<file path="config.mk">
export PLATFORM = sky130hd
export DESIGN_NAME = digit_serial_multiplier_flat
export DESIGN_NICKNAME = d
export VERILOG_FILES = /design/src/rtl/digit_mult_pkg.sv /design/src/rtl/digit_serial_multiplier_if.sv /design/src/rtl/BinaryMultiply.sv /design/src/rtl/digit_serial_multiplier.sv /design/src/flat_wrapper.sv
export SDC_FILE = /design/constraint.sdc
export NUM_CORES = 1
export LEC_CHECK = 0
export ABC_AREA = 1
export BUFFER_PORTS_ARGS = -buffer_cell sky130_fd_sc_hd__buf_4
export CAP_MARGIN = 20
export CELL_PAD_IN_SITES_DETAIL_PLACEMENT = 1
export CELL_PAD_IN_SITES_GLOBAL_PLACEMENT = 2
export CORE_MARGIN = 5
export CORE_UTILIZATION = 34
export CTS_CLUSTER_SIZE = 14
export DETAILED_ROUTE_END_ITERATION = 16
export PLACE_DENSITY = 0.8
export SYNTH_ARGS = -nofsm -noshare
export SYNTH_HDL_FRONTEND = slang
export SYNTH_HIERARCHICAL = 1
export SYNTH_SLANG_ARGS = --single-unit
</file>
<file path="constraint.sdc">
create_clock -name clk -period 3.4 [get_ports clk]
set_input_delay 0.34 -clock clk [delete_from_list [all_inputs] [get_ports clk]]
set_output_delay 0.34 -clock clk [all_outputs]
set_load 0.02 [all_outputs]
</file>
<file path="src/rtl/digit_mult_pkg.sv">
// Shared types and sizing helpers for the digit-serial multiplier.
// Operands are split into 2-bit digits, and one digit pair is multiplied per cycle.
package digit_mult_pkg;

    typedef enum logic [1:0] {
        IDLE = 2'd0,
        RUN  = 2'd1,
        DONE = 2'd2
    } state_t;

    localparam int DEFAULT_WIDTH = 8;

    function automatic int digits_of(input int width);
        return width / 2;
    endfunction

    // Digit index width; kept at least 1 so that WIDTH=2 still has a real register.
    function automatic int idx_w_of(input int width);
        return (width / 2 > 1) ? $clog2(width / 2) : 1;
    endfunction

    function automatic int cycles_of(input int width);
        return (width / 2) * (width / 2);
    endfunction

endpackage

</file>
<file path="src/rtl/digit_serial_multiplier_if.sv">
// Start/operand/result bundle of the digit-serial multiplier.
// The master issues requests and the slave is the multiplier.
interface digit_serial_multiplier_if #(
    parameter int WIDTH = 8
);
    logic                 start;
    logic [WIDTH-1:0]     a;
    logic [WIDTH-1:0]     b;
    logic                 busy;
    logic                 done;
    logic [2*WIDTH-1:0]   p;

    modport master (output start, a, b, input busy, done, p);
    modport slave  (input start, a, b, output busy, done, p);
endinterface

</file>
<file path="src/rtl/BinaryMultiply.sv">
// 2x2 unsigned gate-level product cell: p = a * b. The result fits in 4 bits.
module BinaryMultiply (
    input  logic [1:0] a,
    input  logic [1:0] b,
    output logic [3:0] p
);
    logic a0b0, a1b0, a0b1, a1b1, c1;

    assign a0b0 = a[0] & b[0];
    assign a1b0 = a[1] & b[0];
    assign a0b1 = a[0] & b[1];
    assign a1b1 = a[1] & b[1];
    assign c1   = a1b0 & a0b1;

    assign p[0] = a0b0;
    assign p[1] = a1b0 ^ a0b1;
    assign p[2] = a1b1 ^ c1;
    assign p[3] = a1b1 & c1;
endmodule

</file>
<file path="src/rtl/digit_serial_multiplier.sv">
// Sequential unsigned multiplier. Each cycle it feeds one digit pair through the 2x2 cell
// and shift-accumulates the result, so a full product takes DIGITS*DIGITS cycles.
module digit_serial_multiplier
    import digit_mult_pkg::*;
#(
    parameter int WIDTH = DEFAULT_WIDTH
) (
    input  logic clk,
    input  logic rst,
    digit_serial_multiplier_if.slave bus
);
    localparam int DIGITS = digits_of(WIDTH);
    localparam int IDX_W  = idx_w_of(WIDTH);
    localparam int PW     = 2 * WIDTH;

    state_t            state_reg;
    logic [WIDTH-1:0]  ra_reg, rb_reg;
    logic [PW-1:0]     acc_reg, p_reg;
    logic [IDX_W-1:0]  i_reg, j_reg;
    logic              busy_reg, done_reg;

    logic [1:0]        ra_dig [DIGITS];
    logic [1:0]        rb_dig [DIGITS];
    logic [1:0]        da, db;
    logic [3:0]        pp;
    logic [PW-1:0]     pp_ext, pp_shift, acc_next;
    logic [IDX_W+1:0]  shift;
    logic              last_j, last_i;

    genvar gi;
    generate
        for (gi = 0; gi < DIGITS; gi++) begin : g_digits
            assign ra_dig[gi] = ra_reg[2*gi +: 2];
            assign rb_dig[gi] = rb_reg[2*gi +: 2];
        end
    endgenerate

    assign da = ra_dig[i_reg];
    assign db = rb_dig[j_reg];

    BinaryMultiply u_cell (
        .a (da),
        .b (db),
        .p (pp)
    );

    // Shift is 2*(i+j). The extra low zero bit performs the doubling.
    assign shift = {({1'b0, i_reg} + {1'b0, j_reg}), 1'b0};

    always_comb begin
        pp_ext      = '0;
        pp_ext[3:0] = pp;
    end

    assign pp_shift = pp_ext << shift;
    assign acc_next = acc_reg + pp_shift;
    assign last_j   = (j_reg == IDX_W'(DIGITS - 1));
    assign last_i   = (i_reg == IDX_W'(DIGITS - 1));

    always_ff @(posedge clk or posedge rst) begin
        if (rst) begin
            state_reg <= IDLE;
            ra_reg    <= '0;
            rb_reg    <= '0;
            acc_reg   <= '0;
            p_reg     <= '0;
            i_reg     <= '0;
            j_reg     <= '0;
            busy_reg  <= 1'b0;
            done_reg  <= 1'b0;
        end else begin
            case (state_reg)
                IDLE, DONE: begin
                    done_reg <= 1'b0;
                    if (bus.start) begin
                        ra_reg    <= bus.a;
                        rb_reg    <= bus.b;
                        acc_reg   <= '0;
                        i_reg     <= '0;
                        j_reg     <= '0;
                        busy_reg  <= 1'b1;
                        state_reg <= RUN;
                    end else begin
                        state_reg <= IDLE;
                    end
                end
                RUN: begin
                    acc_reg <= acc_next;
                    if (!last_j) begin
                        j_reg <= j_reg + IDX_W'(1);
                    end else begin
                        j_reg <= '0;
                        if (!last_i) begin
                            i_reg <= i_reg + IDX_W'(1);
                        end else begin
                            p_reg     <= acc_next;
                            busy_reg  <= 1'b0;
                            done_reg  <= 1'b1;
                            state_reg <= DONE;
                        end
                    end
                end
                default: begin
                    state_reg <= IDLE;
                    busy_reg  <= 1'b0;
                    done_reg  <= 1'b0;
                end
            endcase
        end
    end

    assign bus.busy = busy_reg;
    assign bus.done = done_reg;
    assign bus.p    = p_reg;

endmodule

</file>
<file path="src/flat_wrapper.sv">
// flat-port wrapper written by rule: the top's interface ports become plain ports
module digit_serial_multiplier_flat import digit_mult_pkg::*;
#(
    parameter int WIDTH = DEFAULT_WIDTH
)
  (clk, rst, bus_start, bus_a, bus_b, bus_busy, bus_done, bus_p);
  digit_serial_multiplier_if #(.WIDTH(WIDTH)) bus_i ();
  input  logic clk;
  input  logic rst;
  input wire logic [$bits(bus_i.start)-1:0] bus_start;
  input wire logic [$bits(bus_i.a)-1:0] bus_a;
  input wire logic [$bits(bus_i.b)-1:0] bus_b;
  output wire logic [$bits(bus_i.busy)-1:0] bus_busy;
  output wire logic [$bits(bus_i.done)-1:0] bus_done;
  output wire logic [$bits(bus_i.p)-1:0] bus_p;
  assign bus_i.start = bus_start;
  assign bus_i.a = bus_a;
  assign bus_i.b = bus_b;
  assign bus_busy = bus_i.busy;
  assign bus_done = bus_i.done;
  assign bus_p = bus_i.p;
  digit_serial_multiplier #(.WIDTH(WIDTH)) u_core (.clk(clk), .rst(rst), .bus(bus_i));
endmodule
</file>
Word-level counts from Yosys, hierarchy flattened
Cells that the tools add are included.
Word-level totals
  word-level logic and storage cells: 68
  output and inout bits: 18
  register bits: 56
  input port bits: 19
Operators by class
  $lt $le $gt $ge: 2
  shifts and indexed selects: 1
  reduce and logical (&&, ||, !) cells: 9
  muxes and demuxes: 25
  add/sub/neg operators: 4
  equal/unequal tests: 8
  bitwise operators: 10
Operator list (count)
  $pmux 16 s2: 1
  $mux 2: 10
  $add 16x16->16: 1
  $mux 16: 1
  $shl 4x4->16: 1
  $pmux 2 s2: 3
  $bmux 2 s2: 2
  $mux 1: 7
  $and 1x1->1: 6
  $eq 2x2->1 const B: 3
  $ge 3x3->1 const B: 2
  $not 2->3: 2
  $reduce_and 2->1: 3
  $reduce_and 3->1: 2
  $add 2x1->2 const B: 2
  $ne 2x1->1 const B: 2
  $ne 2x2->1 const B: 2
  $reduce_and 4->1: 1
  $add 2x2->3: 1
  $eq 2x1->1 const B: 1
  $logic_not 2->1: 1
  $pmux 1 s2: 1
  $reduce_bool 2->1: 1
  $reduce_or 2->1: 1
  $xor 1x1->1: 2

Longest topological paths before layout
  depth in word-level cells: 10
  depth in mapped cells: 21
  mapped depth without buffers: 21

Modules after synthesis
Netlist, hierarchy kept.
Modules (own cells, without submodules)
  digit_serial_multiplier: seq. area each 1376.3 µm², area each 3319.4 µm², cells an instance 432, times used 1
  BinaryMultiply: seq. area each 0.0 µm², area each 62.6 µm², cells an instance 11, times used 1

Worst setup path after synthesis
OpenSTA, ideal clock, no wires.
  kind: reg2reg
  start point: reg u_core.j_reg[0]
  end point: reg u_core.acc_reg[7]
  setup time: 0.118 ns
  stages on the path, launching flop included: 17
  data required time: 3.282 ns
  arrival time: 2.630 ns
  period minus slack after synthesis: 2.748 ns
  path buffers: 0
  setup slack: 0.652 ns
  path through: dfrtp_1 inv_1 o21ai_0 o22ai_1 nand2_1 inv_1 ha_1 ha_1 mux2i_1 nor3_1 ha_1 or2_1 nand3_1 nand2_1 or2_1 nand3_1 nand2_1
Between the ends
  cells in the longest elaborated chain, start to end: 10
  elaborated cells between the ends (all ways): 16
  classes of those cells: 2 x add/sub; 1 x shift; 4 x mux; 9 x bitwise
RTL lines
  from (decl): RTL line digit_serial_multiplier.sv:19  | logic [IDX_W-1:0] i_reg, j_reg;
  from (signal assigned): RTL line digit_serial_multiplier.sv:90  | j_reg <= j_reg + IDX_W'(1);
  $not 2->3 (not written as such): RTL line digit_serial_multiplier.sv:39  | assign db = rb_dig[j_reg];
  $bmux 2 s2: RTL line digit_serial_multiplier.sv:39
  $mux 2 (not written as such) (2 in a row): RTL line digit_serial_multiplier.sv:39
  net u_core.db[0]: RTL line digit_serial_multiplier.sv:24  | logic [1:0] da, db;
  $and 1x1->1: RTL line BinaryMultiply.sv:10  | assign a1b0 = a[1] & b[0];
  $and 1x1->1: RTL line BinaryMultiply.sv:13  | assign c1 = a1b0 & a0b1;
  $xor 1x1->1: RTL line BinaryMultiply.sv:17  | assign p[2] = a1b1 ^ c1;
  net u_core.pp[2]: RTL line digit_serial_multiplier.sv:25  | logic [3:0] pp;
  $shl 4x4->16: RTL line digit_serial_multiplier.sv:55  | assign pp_shift = pp_ext << shift;
  $add 16x16->16: RTL line digit_serial_multiplier.sv:56  | assign acc_next = acc_reg + pp_shift;
  $pmux 16 s2: RTL line digit_serial_multiplier.sv:72  | case (state_reg)
  to (signal assigned): RTL line digit_serial_multiplier.sv:88  | acc_reg <= acc_next;
  to (decl): RTL line digit_serial_multiplier.sv:18  | logic [PW-1:0] acc_reg, p_reg;
The timed path passes the listed nets, and every way through them passes these cells. The select of a mux whose other input is x is not followed.
A chain may end at the register's enable or synchronous reset.

Worst setup path after layout
  start point: reg u_core.i_reg[0]
  end point: reg u_core.p_reg[6] (netlist: u_core/bus.p[6])
Between the ends
  cells in the longest elaborated chain, start to end: 9
  elaborated cells between the ends (all ways): 17
  classes of those cells: 2 x add/sub; 1 x eq/ne; 1 x shift; 3 x mux; 9 x bitwise; 1 x reduce/logical
RTL lines
  from (decl): RTL line digit_serial_multiplier.sv:19
  from (signal assigned): RTL line digit_serial_multiplier.sv:94  | i_reg <= i_reg + IDX_W'(1);
  $not 2->3 (not written as such) *: RTL line digit_serial_multiplier.sv:38  | assign da = ra_dig[i_reg];
  $bmux 2 s2 *: RTL line digit_serial_multiplier.sv:38
  $mux 2 (not written as such) * (2 in a row): RTL line digit_serial_multiplier.sv:38
  net u_core.da[1]: RTL line digit_serial_multiplier.sv:24
  $and 1x1->1: RTL line BinaryMultiply.sv:10
  $and 1x1->1: RTL line BinaryMultiply.sv:13
  $xor 1x1->1 *: RTL line BinaryMultiply.sv:17
  net u_core.pp[2]: RTL line digit_serial_multiplier.sv:25
  $shl 4x4->16 *: RTL line digit_serial_multiplier.sv:55
  $add 16x16->16 *: RTL line digit_serial_multiplier.sv:56
  to (signal assigned): RTL line digit_serial_multiplier.sv:96  | p_reg <= acc_next;
  to (decl): RTL line digit_serial_multiplier.sv:18
The timed path passes the listed nets; every way through them passes the cells marked *. The select of a mux whose other input is x is not followed.

==> results.json <==
{
  "status": "finished clean",
  "tightest_slew_ns": 0.611,
  "fp.dieH_um": 110,
  "crit_top_cell": "nand2_1",
  "io_buffers": 36,
  "setup-tns-final_ns": 0,
  "drive_gt1_frac": 0.168,
  "ir_drop_uv": 348,
  "clk_root_buffer_cell": "clkbuf_8",
  "setup_viol": 0,
  "design_area_um2": 3990,
  "pin_count": 37,
  "final_util": 0.410,
  "synth-async-reset-ratio": 1.00,
  "startpoint_type": "flop",
  "htreeDepth": 2,
  "fmax_mhz": 313,
  "wl_um": 9110,
  "synth_nets": 484,
  "mostFrequentLayoutCell": "nand2_1",
  "ys_seq_area_frac": 0.407,
  "critical_path.max_fanout": 5,
  "vias": 2956,
  "grtUsageTotal": 0.165,
  "worstPathRequired_ns": 3.60,
  "crit_path_cell_trace": "buf_4 -> nor2_1 -> o22ai_2 -> nand2_1 -> inv_1 -> ha_1 -> ha_1 -> nand2_1 -> nor2_1 -> a31oi_1 -> nor2_1 -> ha_1 -> nand2_1 -> nand3b_1 -> nand2_1 -> or2_1 -> nand3_1 -> nand2_1",
  "final_cell_mix": "nand2_1, dfrtp_1, inv_1",
  "clock_sinks": 55,
  "syn_to_final_growth_pct": 17.9,
  "ant_nets": 0,
  "setup.worst_path.end_class": "flop",
  "crit_type": "reg -> reg",
  "tritoncts": "built",
  "overflow": 0,
  "nets": 529,
  "clock_skew_ns": 0.00886,
  "drc": 0,
  "diodes": 0,
  "cp.arrival_ns": 3.40,
  "synth_edf_count": 0,
  "die-area_um2": 12000,
  "dr.pass1.iters": 4,
  "syn_area_per_cell_um2": 7.63,
  "die_w_um": 110,
  "maxSlewHeadroom": 0.592,
  "min_period_over_period": 0.940,
  "drtIter0Drc": 53,
  "via_per_inst": 4.75,
  "holdWs_ns": 0.0909,
  "cts_buffers": 5,
  "worstSkewPairLatency_ns": 0.32,
  "grt_max_degree": 30,
  "grt_pass1_wl_um": 15300,
  "rows": 36,
  "grt_antenna_before_repair": 0,
  "syn_area_um2": 3380,
  "wl_per_cell_um": 14.6,
  "hold_viol": 0,
  "dpl_cell_area_um2": 3800,
  "core_region_area_um2": 9730,
  "clk_path_buf_depth": 2,
  "ys_seq_elements": 55,
  "hold_class": "in -> async",
  "power_density_nw_per_um2": 1090,
  "netlist_instances": 443,
  "ys_warn_count": 6,
  "grt_setup_unrepaired": "yes",
  "gp_congestion": 0.903,
  "p_leak_nw": 2.16,
  "cpPeakStageDelay_ns": 0.45,
  "max-cap-violations": 0,
  "initial_core_util": 0.348,
  "first_global_vias": 3102,
  "ys_types": 32,
  "dpl.hpwl_um": 7150,
  "min_period_ns": 3.20,
  "synthFlopType": "dfrtp_1",
  "power_mw": 4.36,
  "crit_path_top_delay_cell": "dfrtp_2",
  "slew_violations": 0,
  "clk_pin_slew_ns": 0.11
}
==> stage by stage <==
step                      worst slack [ns]  cells
after floorplan                      0.652    443
after global placement               0.209    608
after detailed placement            0.0910    608
after CTS                           0.0533    616
after global routing               -0.0454    622
final                                0.205    622
==> cells by family after synthesis <==
kind of cell    share of synthesized area
mux                                0.0562
compound gates                     0.0633
fa+ha+maj                          0.0858
xor+xnor                           0.0104
flops                               0.407
buf+inv                            0.0821
simple gates                        0.295
==> routing by layer <==
metal	share of wire	track usage	wire, um
met1	0.51	0.233	4600
met2	0.46	0.263	4160
met3	0.024	0.0252	218
met4	0.014	0.0427	124
met5	0	0	0
==> path summary, 6_finish.rpt <==
| path | start | cells after the start | slack, ns | end |
|---|---|---|---|---|
| setup / recovery | u_core/i_reg[0]$_DFFE_PP0P_ | 18 | 0.20 | u_core/bus.p[6]$_DFFE_PP0P_ |
| hold / removal | rst | 2 | 0.09 | u_core/bus.p[12]$_DFFE_PP0P_ |
| setup reg to reg | u_core/i_reg[0]$_DFFE_PP0P_ | 18 | 0.20 | u_core/bus.p[6]$_DFFE_PP0P_ |
| hold reg to reg | u_core/bus.p[10]$_DFFE_PP0P_ | 2 | 0.49 | u_core/bus.p[10]$_DFFE_PP0P_ |
| max in group asynchronous | rst | 3 | 2.48 | u_core/j_reg[0]$_DFFE_PP0P_ |
| min in group clk | bus_a[1] | 2 | 0.23 | u_core/ra_reg[1]$_DFFE_PP0P_ |
==> synth_stat cells (7+ instances only) <==
master	count	area share
nor2_1	31	0.034
mux2_1	9	0.030
nand2_1	152	0.17
dfrtp_1	55	0.41
o21ai_0	17	0.025
inv_1	57	0.063
mux2_2	7	0.023
nand3_1	33	0.049
ha_1	20	0.074
a21oi_1	7	0.010
==> where the power goes <==
group | switching [mW] | total (mW) | internal [mW]
Combinational | 1.68 | 2.69 | 1.01
Clock | 0.233 | 0.455 | 0.222
Sequential | 0.215 | 1.21 | 0.996
Total | 2.12 | 4.36 | 2.23
==> critical path, delay by kind of cell, from the launching register on <==
kind            cells  cell delay (ns)
compound gates      2             0.30
fa+ha+maj           3             0.83
buf+inv             2             0.19
flops               1             0.45
simple gates       11             1.29
==> layout make-up <==
| type | instances | area, um2 |
|---|---|---|
| fillers | 1221 | 5740 |
| multi-input cells | 319 | 1760 |
| flip-flops and latches | 55 | 1380 |
| repair buffers | 46 | 343 |
| inverters | 61 | 229 |
| well taps | 133 | 166 |
| clock buffers | 5 | 68.8 |
| clock inverters | 3 | 46.3 |
==> what timing repair did <==
action | CTS | global route
endpoints found under the setup margin | 0 | 22
hold buffers | 0 | 0
buffers inserted | 0 | 6
resized for setup | 0 | 14
No activity file was read; power rests on OpenSTA's default activity.
